`config.mk`:
```
export PLATFORM = sky130hd
export DESIGN_NAME = adder_arbiter
export DESIGN_NICKNAME = d
export VERILOG_FILES = /design/src/rtl/adder_arbiter.sv
export SDC_FILE = /design/constraint.sdc
export NUM_CORES = 1
export LEC_CHECK = 0
export CELL_PAD_IN_SITES_DETAIL_PLACEMENT = 1
export CELL_PAD_IN_SITES_GLOBAL_PLACEMENT = 1
export CORE_MARGIN = 4
export CORE_UTILIZATION = 33
export DETAILED_ROUTE_END_ITERATION = 12
export MAX_ROUTING_LAYER = met4
export PLACE_DENSITY_LB_ADDON = 0.1
export SLEW_MARGIN = 10
export SYNTH_ARGS = -nofsm -noshare
export SYNTH_HDL_FRONTEND = slang
export SYNTH_SLANG_ARGS = --single-unit
```
`constraint.sdc`:
```
create_clock -name clk -period 3.51 [get_ports clk]
set_clock_uncertainty 0.2 [all_clocks]
set_input_delay 0.702 -clock clk [delete_from_list [all_inputs] [get_ports clk]]
set_output_delay 0.702 -clock clk [all_outputs]
set_load 0.05 [all_outputs]
```
`src/rtl/adder_arbiter.sv`:
```
// adder_arbiter: round-robin arbiter that lends one registered 3-bit
// add/subtract datapath to two requesters. It holds the operands on the adder
// for HOLD_CYCLES cycles, captures the settled result and returns it on a
// tagged response port with a valid/ready handshake.
module adder_arbiter #(
    parameter int HOLD_CYCLES = 6,
    parameter int CW          = 3
) (
    input  logic       clk,
    input  logic       rst,
    // requester 0
    input  logic       req0_valid,
    output logic       req0_ready,
    input  logic [2:0] req0_a,
    input  logic [2:0] req0_b,
    input  logic       req0_sub,
    // requester 1
    input  logic       req1_valid,
    output logic       req1_ready,
    input  logic [2:0] req1_a,
    input  logic [2:0] req1_b,
    input  logic       req1_sub,
    // shared adder
    output logic       add_cm1,
    output logic [2:0] add_a,
    output logic [2:0] add_b,
    input  logic [3:0] add_data,
    input  logic       add_ov,
    // tagged response
    output logic       rsp_valid,
    input  logic       rsp_ready,
    output logic       rsp_id,
    output logic [3:0] rsp_data,
    output logic       rsp_ov,
    output logic       busy
);

    typedef enum logic [1:0] {
        IDLE = 2'd0,
        BUSY = 2'd1,
        RSP  = 2'd2
    } state_t;

    state_t        state;
    state_t        state_next;
    logic          rr_ptr;
    logic [CW-1:0] cnt;
    logic          grant0;
    logic          grant1;
    logic          accept;
    logic          cnt_done;

    // Grant selection: a lone requester always wins; on contention rr_ptr
    // decides. grant1 is derived from ~grant0 so the two can never overlap.
    always_comb begin
        grant0     = req0_valid & (~req1_valid | ~rr_ptr);
        grant1     = req1_valid & ~grant0;
        req0_ready = (state == IDLE) & grant0;
        req1_ready = (state == IDLE) & grant1;
        accept     = req0_ready | req1_ready;
        cnt_done   = (cnt == '0);
    end

    assign busy = (state != IDLE);

    // Next-state logic: accept -> hold operands -> present response -> idle.
    always_comb begin
        state_next = state;
        case (state)
            IDLE:    if (accept)    state_next = BUSY;
            BUSY:    if (cnt_done)  state_next = RSP;
            RSP:     if (rsp_ready) state_next = IDLE;
            default:                state_next = IDLE;
        endcase
    end

    // State register; reset abandons any op in flight.
    always_ff @(posedge clk or posedge rst) begin
        if (rst) begin
            state <= IDLE;
        end else begin
            state <= state_next;
        end
    end

    // Datapath registers: operands load only on accept, the result is
    // captured once the hold count expires, and the round-robin pointer
    // moves away from the requester just served when its response is taken.
    always_ff @(posedge clk or posedge rst) begin
        if (rst) begin
            add_a     <= '0;
            add_b     <= '0;
            add_cm1   <= 1'b0;
            rsp_valid <= 1'b0;
            rsp_id    <= 1'b0;
            rsp_data  <= '0;
            rsp_ov    <= 1'b0;
            rr_ptr    <= 1'b0;
            cnt       <= '0;
        end else begin
            case (state)
                IDLE: begin
                    if (accept) begin
                        add_a   <= req1_ready ? req1_a   : req0_a;
                        add_b   <= req1_ready ? req1_b   : req0_b;
                        add_cm1 <= req1_ready ? req1_sub : req0_sub;
                        rsp_id  <= req1_ready;
                        cnt     <= CW'(HOLD_CYCLES - 1);
                    end
                end
                BUSY: begin
                    if (!cnt_done) begin
                        cnt <= cnt - CW'(1);
                    end else begin
                        rsp_data  <= add_data;
                        rsp_ov    <= add_ov;
                        rsp_valid <= 1'b1;
                    end
                end
                RSP: begin
                    if (rsp_ready) begin
                        rsp_valid <= 1'b0;
                        rr_ptr    <= ~rsp_id;
                    end
                end
                default: begin
                    rsp_valid <= 1'b0;
                end
            endcase
        end
    end

endmodule

```
==> results.sh, run 1 <==
export IMPL_synthTopCellsByCount="dfrtp_1 (20), nand3b_1 (8), inv_1 (7), mux2_2 (7), o221a_2 (7)"
export IMPL_arrival_ns=2.03
export IMPL_path_class="primary input to output port"
export IMPL_end_kind="output port"
export IMPL_area_delta_synth_final_pct=54.6
export IMPL_wl_per_cell_um=15.3
export IMPL_design_area_um2=1420
export IMPL_dpl_hpwl_mm=1.73
export IMPL_p_total_w=0.00142
export IMPL_hp_class="register to register"
export IMPL_initial_core_util=0.357
export IMPL_crit_required_ns=2.61
export IMPL_drc=0
export IMPL_syn_avg_cell_area_um2=12.2
export IMPL_numClockSinks=20
export IMPL_synth_flop_cell="dfrtp_1"
export IMPL_dp_slack_ns=0.580
export IMPL_synth_cell_type_count=20
export IMPL_vias=744
export IMPL_core_um2=2570
export IMPL_cp_cell_sequence="clkdlybuf4s50_1 -> a21boi_2 -> and2_1 -> buf_12"
export IMPL_grt_max_degree=21
export IMPL_ys_seq_elements=20
export IMPL_htree_num_levels=1
export IMPL_synth_area_leaders="dfrtp_1 (55%), mux2_2 (8.6%), o221a_2 (8.6%)"
export IMPL_synth_most_common_cell="dfrtp_1"
export IMPL_period_needed_ns=2.93
export IMPL_drtAntennaViolNets=0
export IMPL_cts_hold_buf=0
export IMPL_cts_root_buffer="clkbuf_4"
export IMPL_die_h_um=60.7
export IMPL_numCtsBuffers=3
export IMPL_boundaryPins=41
export IMPL_mappedNetlistArea_um2=917
export IMPL_die_w_um=60.7
export IMPL_finalWirelength_mm=2.28
export IMPL_setup_ws_ns=0.582
export IMPL_hold_viol_final=0
export IMPL_antenna_found_initial=0
export IMPL_viasPerCell=4.99
export IMPL_drv_slew=0
export IMPL_synth_edf_count=0
export IMPL_nets=146
export IMPL_vdd_drop_max_mv=0.559
export IMPL_first_pass_iters=3
export IMPL_async_reset_ff_frac=1.00
export IMPL_antenna_cells=0
export IMPL_grt_pass1_wl_mm=3.63
export IMPL_drtIter0Drc=17
export IMPL_powerDensity_nw_per_um2=1000
export IMPL_worst_slew_pin_slew_ns=0.757
export IMPL_clkLatencyLatePin_ns=0.30
export IMPL_regArea_um2=500
export IMPL_yosysSeqAreaShare=0.546
export IMPL_dieArea_um2=3690
export IMPL_overflow=0
export IMPL_cts_tree="built"
export IMPL_crit_fanout=8
export IMPL_multi_input_area_um2=385
export IMPL_critPathSlowestCell="clkdlybuf4s50_1"
export IMPL_io_buffers=40
export IMPL_setup_viol=0
export IMPL_synth_cells=75
export IMPL_cts_buffer_depth=2
export IMPL_grt_pass1_vias=802
export IMPL_max_slew_margin_rel=0.495
export IMPL_p_leak_nw=0.592
export IMPL_post_cts_buffers=0
export IMPL_gp_congestion=0.622
export IMPL_path_clk_slew_ns=0.12
export IMPL_rsz0062_at_grt="false"
export IMPL_drive_gt1_frac=0.218
export IMPL_synth_top_cell_by_area="dfrtp_1"
export IMPL_dpl_cell_area_um2=1370
export IMPL_final_util=0.552
export IMPL_grt_use_total=0.142
export IMPL_fillCellCount=277
export IMPL_yosysWarnings=0
export IMPL_critPathLaunchType="primary input"
export IMPL_status="finished, final reports clean"
export IMPL_fmax_ghz=0.342
export IMPL_min_period_over_period=0.834
export IMPL_cap_violations=0
export IMPL_setup_tns_ns=0
export IMPL_crit_family="buffers and inverters"
export IMPL_syn_num_nets=101
export IMPL_post_cts_resize_count=0
export IMPL_critPathBufInv=2
export IMPL_rows=18
export IMPL_max_stage_delay_ns=0.53
export IMPL_synth_top_cell_area_share=0.546
-- flip-flops by register name, summed over array words and instances, names as in the netlist --
register / flops
rsp_ov: 1
add_a: 3
cnt: 3
rr_ptr: 1
rsp_data: 4
rsp_id: 1
add_b: 3
rsp_valid: 1
state: 2
add_cm1: 1
-- cells in the final DEF (no fill, tap or decap), drive strengths merged --
cell | netlist | final
clkdlybuf4s50 | 0 | 38
dfrtp | 20 | 20
nand3b | 8 | 8
inv | 7 | 7
o221a | 7 | 7
mux2 | 7 | 7
nand2 | 6 | 6
nand2b | 3 | 3
o21ai | 3 | 3
clkbuf | 0 | 3
buf | 1 | 3
nor2 | 2 | 2
a21oi | 2 | 2
ha | 2 | 2
nand3 | 1 | 1
a21boi | 1 | 1
and2 | 1 | 1
and2b | 1 | 1
o21a | 1 | 1
o31ai | 1 | 1
mux2i | 1 | 1
bufinv | 0 | 1
-- metrics by stage --
step / instances / hold slack [ns]
after floorplan: 75 / 0.279
after global placement: 145 / 0.264
after detailed placement: 145 / 0.293
after CTS: 149 / 0.322
after global routing: 149 / 0.339
final: 149 / 0.314
-- worst reg2reg max path, delay by kind of cell, from the launching register on --
kind / cells / cell delay, ns
buffers and inverters: 1 / 0.06
flip-flops: 1 / 0.38
multiplexers: 1 / 0.29
adder cells (fa/ha/maj): 2 / 0.40
AO/OA/AOI/OAI: 2 / 0.34
-- metal layers --
metal | share of wire | up-vias | wire length (um) | track usage
met3 | 0.060 | 2 | 138 | 0.0255
met5 | 0 | - | 0 | -
met1 | 0.42 | 360 | 950 | 0.164
li1 | - | 355 | - | -
met2 | 0.51 | 27 | 1170 | 0.237
met4 | 0.0079 | 0 | 18 | 0.0650
-- report_power, final --
part           switching [W]  total, W  internal (W)
clock              0.0000760  0.000191      0.000115
combinational       0.000489  0.000817      0.000328
sequential         0.0000683  0.000412      0.000343
-- cell type report --
class | count | share of cell area
multi-input cells | 47 | 0.272
clock inverters | 1 | 0.0212
flip-flops and latches | 20 | 0.353
repair buffers | 41 | 0.293
well taps | 30 | 0.0265
inverters | 7 | 0.0185
clock buffers | 3 | 0.0159
-- path summary, 6_finish.rpt --
| kind | endpoint | from | slack (ns) | cells after the start |
|---|---|---|---|---|
| max reg2reg | cnt[2] | cnt[0] | 1.74 | 6 |
| min | rr_ptr | rsp_id | 0.31 | 1 |
| min reg2reg | rr_ptr | rsp_id | 0.31 | 1 |
| max | req0_ready | req0_valid | 0.58 | 4 |
| min in group asynchronous | rsp_ov | rst | 0.62 | 2 |
| max in group asynchronous | add_a[1] | rst | 2.01 | 2 |
-- kinds of logic after synthesis --
logic type / synth area share
AND/OR/NAND/NOR: 0.149
buffers and inverters: 0.0341
AO/OA/AOI/OAI: 0.147
adder cells (fa/ha/maj): 0.0273
flip-flops: 0.546
multiplexers: 0.0969
(Power assumes the default switching activity.)
==> run 2, diff against run 1 <==
Settings changed: CORE_UTILIZATION 33 to 30.
Clock period 3.51 ns to 2.75 ns, I/O delays scaled along.
==> run 2 against run 1 <==
- via count rose by 2.3%
- non-clock buffer count rose by 2
- routed wire length rose by 2.8%
- die area rose by 8.7%
- combinational power rose by 29%
- count of clock-buffer cells in the layout did not move
- global-route usage fell by 1.1 points
- sequential power rose by 28%
- flip-flop and latch count did not move
- largest power group unchanged
==> results.sh, run 2 (synthesized netlist as in run 1, its figures left out) <==
export IMPL_cts_root_buffer="clkbuf_4"
export IMPL_drtIter0Drc=16
export IMPL_cp_endpoint="req0_ready"
export IMPL_post_cts_resize_count=0
export IMPL_dpl_hpwl_mm=1.87
export IMPL_io_buffers=40
export IMPL_fmax_ghz=0.416
export IMPL_largest_reg_flops=4
export IMPL_dp_slack_ns=0.360
export IMPL_setup_ws_ns=0.346
export IMPL_design_area_um2=1440
export IMPL_boundaryPins=41
export IMPL_arrival_ns=1.65
export IMPL_vias=761
export IMPL_fillCellCount=312
export IMPL_initial_core_util=0.324
export IMPL_grt_use_total=0.131
export IMPL_grt_pass1_wl_mm=4.08
export IMPL_r2r_end="cnt[0]"
export IMPL_dieArea_um2=4010
export IMPL_path_clk_slew_ns=0.12
export IMPL_numClockSinks=20
export IMPL_grt_max_degree=21
export IMPL_cts_tree="built"
export IMPL_max_slew_margin_rel=0.489
export IMPL_first_pass_iters=4
export IMPL_drv_slew=0
export IMPL_setup_viol=0
export IMPL_end_kind="output port"
export IMPL_drtAntennaViolNets=0
export IMPL_final_common_cell="clkdlybuf4s50_1"
export IMPL_p_leak_nw=0.604
export IMPL_rsz0062_at_grt="false"
export IMPL_finalWirelength_mm=2.34
export IMPL_regToRegStartpoint="cnt[0]"
export IMPL_nets=148
export IMPL_cts_buffer_depth=2
export IMPL_period_needed_ns=2.40
export IMPL_die_w_um=63.3
export IMPL_overflow=0
export IMPL_wl_per_cell_um=15.4
export IMPL_cap_violations=0
export IMPL_rows=19
export IMPL_reg2regPathDepth=6
export IMPL_htree_num_levels=1
export IMPL_drc=0
export IMPL_r2r_slack_ns=0.99
export IMPL_gp_congestion=0.693
export IMPL_drive_gt1_frac=0.240
export IMPL_die_h_um=63.3
export IMPL_powerDensity_nw_per_um2=1260
export IMPL_hold_viol_final=0
export IMPL_cts_hold_buf=0
export IMPL_post_cts_buffers=0
export IMPL_antenna_cells=0
export IMPL_min_period_over_period=0.874
export IMPL_core_um2=2830
export IMPL_crit_required_ns=2.00
export IMPL_worst_slew_pin_slew_ns=0.765
export IMPL_final_cell_mix="clkdlybuf4s50_1 (37), dfrtp_1 (20), nand3b_1 (8)"
export IMPL_setup_tns_ns=0
export IMPL_numCtsBuffers=3
export IMPL_hp_class="register to register"
export IMPL_status="finished, final reports clean"
export IMPL_clkLatencyLatePin_ns=0.29
export IMPL_path_class="primary input to output port"
export IMPL_top_register="rsp_data"
export IMPL_viasPerCell=5.01
export IMPL_area_delta_synth_final_pct=57.4
export IMPL_critPathLaunchType="primary input"
export IMPL_timing_critical_path_from="req0_valid"
export IMPL_vdd_drop_max_mv=0.605
export IMPL_dpl_cell_area_um2=1390
export IMPL_crit_fanout=4
export IMPL_antenna_found_initial=0
export IMPL_grt_pass1_vias=855
## run 2: cell count changes in the layout (fill, tap and decap cells not counted)
cell,change
clkdlybuf4s50_1,-1
buf_12,+1
buf_4,+2
## run 2: cell type report
type | count | area (um^2) | area share
sequential | 20 | 500 | 0.347
timing repair buffer | 43 | 440 | 0.305
multi-input combinational | 47 | 385 | 0.267
tap | 31 | 38.8 | 0.0269
clock inverter | 1 | 30.0 | 0.0208
inverter | 7 | 26.3 | 0.0182
clock buffer | 3 | 22.5 | 0.0156
## run 2: worst min-delay path by stage
stage / cells after the start / to / startpoint / slack [ns]
floorplan: 1 / cnt[2] / cnt[2] / 0.28
global placement: 2 / rsp_valid / rsp_valid / 0.27
detailed placement: 2 / rsp_valid / rsp_valid / 0.29
CTS: 2 / rsp_valid / rsp_valid / 0.32
global route: 1 / rsp_data[3] / rsp_data[3] / 0.35
finish: 2 / rsp_valid / rsp_valid / 0.32
## run 2: stage by stage
stage	utilization	instances	hold WS [ns]	power [W]
floorplan	-	75	0.279	0.00123
global placement	0.492	148	0.270	0.00157
detailed placement	0.492	148	0.290	0.00161
CTS	0.510	152	0.320	0.00185
global route	0.510	152	0.351	0.00194
finish	0.510	152	0.315	0.00182
## run 2: power by group
part | switching (W) | total [W] | internal [W]
Combinational | 0.000626 | 0.00105 | 0.000428
Sequential | 0.0000905 | 0.000529 | 0.000438
Clock | 0.0000919 | 0.000239 | 0.000147
Total | 0.000809 | 0.00182 | 0.00101
## run 2: layer usage
metal | global-route usage | part of all wire
met1 | 0.165 | 0.47
met4 | 0.0404 | 0.0068
met5 | - | 0
met2 | 0.209 | 0.48
met3 | 0.0302 | 0.052
## run 2: critical path: stages
cell and delay [ns]:
clkdlybuf4s50_1 0.54, a21boi_2 0.20, and2_1 0.21, buf_12 0.15
